$ cat src/rtl/freq_div_scheduler.sv
// Frequency result scheduler: one shared bit-serial restoring divider computes
// freq_i = pulse_cnt_i * REF_HZ / std_cnt for channels 0..3 in order after each
// gate-close start pulse.
//
// state | meaning
// IDLE  | waiting for start; snapshot taken on the start cycle
// LOAD  | form 64-bit numerator for channel ch, clear divider
// DIV   | 64 restoring-division steps, MSB first
// STORE | commit quotient (saturated) to freq[ch], advance channel
// DONE  | one-cycle valid; sat/div_zero already presented
module freq_div_scheduler #(
    parameter logic [31:0] REF_HZ = 32'd20_000_000
) (
    input  logic        clk,
    input  logic        rst,
    input  logic        start,
    input  logic [31:0] std_cnt,
    input  logic [31:0] pulse_cnt_0,
    input  logic [31:0] pulse_cnt_1,
    input  logic [31:0] pulse_cnt_2,
    input  logic [31:0] pulse_cnt_3,
    output logic [31:0] freq_0,
    output logic [31:0] freq_1,
    output logic [31:0] freq_2,
    output logic [31:0] freq_3,
    output logic        busy,
    output logic        valid,
    output logic [3:0]  sat,
    output logic        div_zero,
    output logic        overrun
);

    typedef enum logic [2:0] {IDLE, LOAD, DIV, STORE, DONE} state_t;

    state_t            state_q, state_d;
    logic [31:0]       snap_std_q, snap_std_d;
    logic [3:0][31:0]  snap_pulse_q, snap_pulse_d;
    logic [1:0]        ch_q, ch_d;
    logic [63:0]       num_q, num_d;
    // Remainder is always < snap_std, so 32 bits hold it between steps; the
    // shifted partial remainder needs the extra bit only for the compare.
    logic [31:0]       rem_q, rem_d;
    logic [63:0]       quo_q, quo_d;
    logic [5:0]        iter_q, iter_d;
    logic [3:0][31:0]  freq_q, freq_d;
    logic [3:0]        sat_sh_q, sat_sh_d;
    logic [3:0]        sat_q, sat_d;
    logic              div_zero_q, div_zero_d;
    logic              valid_q, valid_d;
    logic              overrun_q, overrun_d;
    logic [32:0]       rem_sh;

    // State and datapath registers; reset clears everything and aborts a run.
    always_ff @(posedge clk or posedge rst) begin
        if (rst) begin
            state_q      <= IDLE;
            snap_std_q   <= '0;
            snap_pulse_q <= '0;
            ch_q         <= '0;
            num_q        <= '0;
            rem_q        <= '0;
            quo_q        <= '0;
            iter_q       <= '0;
            freq_q       <= '0;
            sat_sh_q     <= '0;
            sat_q        <= '0;
            div_zero_q   <= 1'b0;
            valid_q      <= 1'b0;
            overrun_q    <= 1'b0;
        end else begin
            state_q      <= state_d;
            snap_std_q   <= snap_std_d;
            snap_pulse_q <= snap_pulse_d;
            ch_q         <= ch_d;
            num_q        <= num_d;
            rem_q        <= rem_d;
            quo_q        <= quo_d;
            iter_q       <= iter_d;
            freq_q       <= freq_d;
            sat_sh_q     <= sat_sh_d;
            sat_q        <= sat_d;
            div_zero_q   <= div_zero_d;
            valid_q      <= valid_d;
            overrun_q    <= overrun_d;
        end
    end

    // Next-state and datapath logic. Status outputs are loaded on the
    // transition into DONE so they are visible in the same cycle as valid.
    always_comb begin
        state_d      = state_q;
        snap_std_d   = snap_std_q;
        snap_pulse_d = snap_pulse_q;
        ch_d         = ch_q;
        num_d        = num_q;
        rem_d        = rem_q;
        quo_d        = quo_q;
        iter_d       = iter_q;
        freq_d       = freq_q;
        sat_sh_d     = sat_sh_q;
        sat_d        = sat_q;
        div_zero_d   = div_zero_q;
        valid_d      = 1'b0;
        overrun_d    = start && (state_q != IDLE);
        rem_sh       = {rem_q, num_q[iter_q]};

        case (state_q)
            IDLE: begin
                if (start) begin
                    snap_std_d   = std_cnt;
                    snap_pulse_d = {pulse_cnt_3, pulse_cnt_2, pulse_cnt_1, pulse_cnt_0};
                    ch_d         = 2'd0;
                    sat_sh_d     = '0;
                    if (std_cnt == 32'd0) begin
                        state_d    = DONE;
                        freq_d     = '0;
                        sat_d      = '0;
                        div_zero_d = 1'b1;
                        valid_d    = 1'b1;
                    end else begin
                        state_d = LOAD;
                    end
                end
            end
            LOAD: begin
                num_d   = 64'(snap_pulse_q[ch_q]) * 64'(REF_HZ);
                rem_d   = '0;
                quo_d   = '0;
                iter_d  = 6'd63;
                state_d = DIV;
            end
            DIV: begin
                if (rem_sh >= {1'b0, snap_std_q}) begin
                    // True difference is below snap_std, so mod-2^32 is exact.
                    rem_d         = rem_sh[31:0] - snap_std_q;
                    quo_d[iter_q] = 1'b1;
                end else begin
                    rem_d         = rem_sh[31:0];
                    quo_d[iter_q] = 1'b0;
                end
                if (iter_q == 6'd0) begin
                    state_d = STORE;
                end else begin
                    iter_d = iter_q - 6'd1;
                end
            end
            STORE: begin
                if (|quo_q[63:32]) begin
                    freq_d[ch_q]   = 32'hFFFF_FFFF;
                    sat_sh_d[ch_q] = 1'b1;
                end else begin
                    freq_d[ch_q]   = quo_q[31:0];
                    sat_sh_d[ch_q] = 1'b0;
                end
                if (ch_q == 2'd3) begin
                    state_d    = DONE;
                    valid_d    = 1'b1;
                    sat_d      = sat_sh_d;
                    div_zero_d = 1'b0;
                end else begin
                    ch_d    = ch_q + 2'd1;
                    state_d = LOAD;
                end
            end
            DONE: begin
                state_d = IDLE;
            end
            default: begin
                state_d = IDLE;
            end
        endcase
    end

    assign freq_0   = freq_q[0];
    assign freq_1   = freq_q[1];
    assign freq_2   = freq_q[2];
    assign freq_3   = freq_q[3];
    assign busy     = (state_q != IDLE);
    assign valid    = valid_q;
    assign sat      = sat_q;
    assign div_zero = div_zero_q;
    assign overrun  = overrun_q;

endmodule

$ cat config.mk
export PLATFORM = sky130hd
export DESIGN_NAME = freq_div_scheduler
export DESIGN_NICKNAME = d
export VERILOG_FILES = /design/src/rtl/freq_div_scheduler.sv
export SDC_FILE = /design/constraint.sdc
export NUM_CORES = 2
export LEC_CHECK = 0
export ABC_AREA = 1
export ABC_CLOCK_PERIOD_IN_PS = 18800
export BUFFER_PORTS_ARGS = -buffer_cell sky130_fd_sc_hd__buf_2
export CORE_MARGIN = 8
export CORE_UTILIZATION = 30
export DETAILED_ROUTE_END_ITERATION = 8
export GPL_TIMING_DRIVEN = 0
export PLACE_DENSITY = 0.58
export SLEW_MARGIN = 30
export SYNTH_ARGS = -nofsm -noshare
export SYNTH_HDL_FRONTEND = slang
export SYNTH_SLANG_ARGS = --single-unit
$ cat constraint.sdc
create_clock -name clk -period 18.8 [get_ports clk]
set_input_delay 3.76 -clock clk [delete_from_list [all_inputs] [get_ports clk]]
set_output_delay 3.76 -clock clk [all_outputs]
set_load 0.02 [all_outputs]
==> reports/qor.txt <==
status - completed
CTS tree - built
Yosys top cell area share - 33.1%
Worst-Margin Slew - 1080 ps
Final min period - 7970 ps
wire per inst - 17.6 um
die area - 126000 um^2
sequential cell area - 11400 um^2
R2R Setup Slk - 10830 ps
Req. time, crit path - 19310 ps
clk_lat worst skew - 640 ps
CTS Sinks - 454
Layout Utilization - 34.9%
post_cts resized - 0
die extent in x - 354 um
flops & latches, synth - 454
max_slew headroom - 28.2%
worst path bufs/invs - 8
crit path from - ch_q[0]
cell count of the worst hold path - 2
HPWL after DPL - 90.3 mm
initial core utilization - 30.1%
delay-heaviest family, CP - adder cells
vias in the first global route - 29900
root buffer cell - clkbuf_16
via count - 30100
max-slew violations - 0
Crit path depth - 27
slowest stage delay, CP - 830 ps
Detailed Routing Iterations Pass 1 - 6
setup bufs post-CTS - 0
Setup WS pre-CTS - 10910 ps
die height - 354 um
Max Buffers Root-to-Sink - 3
critical path peak fanout - 10
Most Frequent Cell on Critical Path - nand2_1
number of setup violations in the final report - 0
H-tree Lvls - 2
Tcrit/Tclk final - 42.4%
Avg Inst Size Synth - 7.75 um^2
detailed-route wire length - 112 mm
DR vias/cell - 4.74
Final WS setup - 10830 ps
area of the multi-input gates - 19400 um^2
core area - 114000 um^2
fraction of registers with async set/reset - 100%
CP max stage cell - o22ai_1
CP endpoint kind - flip-flop
Layout Nets - 5403
Synth Net Count - 5042
most common cell in the netlist - nand2_1
layout cells sized above 1 - 12.7%
antenna violations before repair - 15
Post-synth EDFFs - 0
Worst R2R Path Depth - 27
type of the tightest min-delay check - reg2reg
post-synthesis cell type count - 38
Synth top cells by count - nand2_1, inv_1, dfrtp_1
final hold slack - 477 ps
ANT nets after route - 0
register area share after synthesis - 33.1%
MaxCap Viol Count - 0
starting DRC count in detailed routing - 2169
Worst EP arrival - 8480 ps
Setup TNS - 0 ps
critical path startpoint category - flip-flop
Fill cells - 12200
drt drc - 0
largest area contributor in the netlist - dfrtp_1
Syn Std Cell Area - 34400 um^2
Main synth FF type - dfrtp_1
Peak Freq - 0.125 GHz
largest net degree at the start of global routing - 92
clock slew at reported path FFs - 60 ps
Post-Route Skew - 38.7 ps
Port Buffers - 298
Area contributors post-synth - dfrtp_1, nand2_1, ha_1
I/O pin cnt - 299
final global-route overflow total - 0
Setup CP Type - reg2reg
worst r2r src - ch_q[0]
cts bufs inserted - 53
min-delay src - quo_q[26]
first-pass GRT wire length - 174 mm
YS warnings - 0
routability cong. - 0.907
GRT Total Usage - 17.2%
hold buffer count at CTS - 0
Rows - 124
Syn Inst Count - 4434
RSZ-0062 raised after global routing - no
Hold Vio Cnt, Final - 0
area growth from synthesis to layout - 15.7%
[flip-flops by register name, summed over array words and instances (netlist names)]
| name | cells |
|---|---|
| ch_q | 2 |
| div_zero | 1 |
| freq_0 | 32 |
| freq_1 | 32 |
| freq_2 | 32 |
| freq_3 | 32 |
| iter_q | 6 |
| num_q | 49 |
| overrun | 1 |
| quo_q | 64 |
| rem_q | 32 |
| sat | 4 |
| sat_sh_q | 3 |
| snap_pulse_q | 128 |
| snap_std_q | 32 |
| state_q | 3 |
| valid | 1 |
[through the flow]
stage          cells  area, um^2
5_1_grt         6352       39700
3_3_place_gp    6244       37800
3_5_place_dp    6250       37900
4_1_cts         6349       39700
6_report        6359       39800
2_1_floorplan   4434       34400
[worst paths after layout]
check                                   end
hold / removal                    quo_q[26]
setup / recovery                  num_q[53]
max in group asynchronous  snap_pulse_q[99]
min in group asynchronous        freq_1[31]
hold reg to reg                   quo_q[26]
setup reg to reg                  num_q[53]
[logic make-up after synthesis]
group | count (synthesis) | share of synthesized area, %
multiplexers | 116 | 3.80
AO/OA/AOI/OAI | 702 | 11.4
adder cells (fa/ha/maj) | 445 | 19.8
flip-flops | 454 | 33.1
AND/OR/NAND/NOR | 1737 | 20.3
XOR/XNOR | 38 | 0.968
buffers and inverters | 942 | 10.6
[worst min-delay path: stages, from the launching register on]
cell,delay [ps]
dfrtp_1,340
nand2_1,50
nand2_1,50
[metal layers]
| metal | track usage (%) | part of all wire, % | vias up |
|---|---|---|---|
| met4 | 4.50 | 2.8 | 14 |
| met5 | 0 | 0.080 | - |
| li1 | - | - | 14800 |
| met1 | 23.2 | 46 | 14200 |
| met3 | 3.33 | 6.4 | 178 |
| met2 | 28.4 | 45 | 923 |
[cells in the final DEF, fill, tap and decap left out, types with 5 or more instances in the layout]
master / n
mux2_2: 116
nor2_2: 8
o22ai_2: 5
clkbuf_16: 53
clkbuf_1: 114
a21oi_1: 129
nand2_1: 1262
nand3_1: 135
fa_1: 165
o21ai_1: 68
xor2_1: 10
xnor2_1: 28
ha_1: 280
clkinv_2: 11
nor3_2: 9
nor2_1: 238
o211ai_1: 128
inv_2: 14
clkinvlp_4: 5
clkbuf_8: 11
dfrtp_1: 454
buf_2: 349
o21bai_1: 11
o22ai_1: 22
nor3_1: 10
inv_1: 755
nor4_1: 5
buf_1: 6
buf_16: 5
buf_6: 5
nand3b_1: 17
o21ai_0: 334
diode_2: 8
clkinv_1: 5
nand4_1: 42
[area by class of cell]
type / instances / area share [%]
buffer: 167 / 1.89
sequential: 454 / 28.6
clock buffer: 74 / 3.81
multi-input combinational: 3038 / 48.8
tap: 1512 / 4.76
inverter: 775 / 7.34
timing repair buffer: 306 / 4.14
clock inverter: 25 / 0.686
antenna: 8 / 0.0504
Power is left out: the tool's default activity adds up to more than one toggle a clock period on the data nets, which glitch-free logic cannot reach.
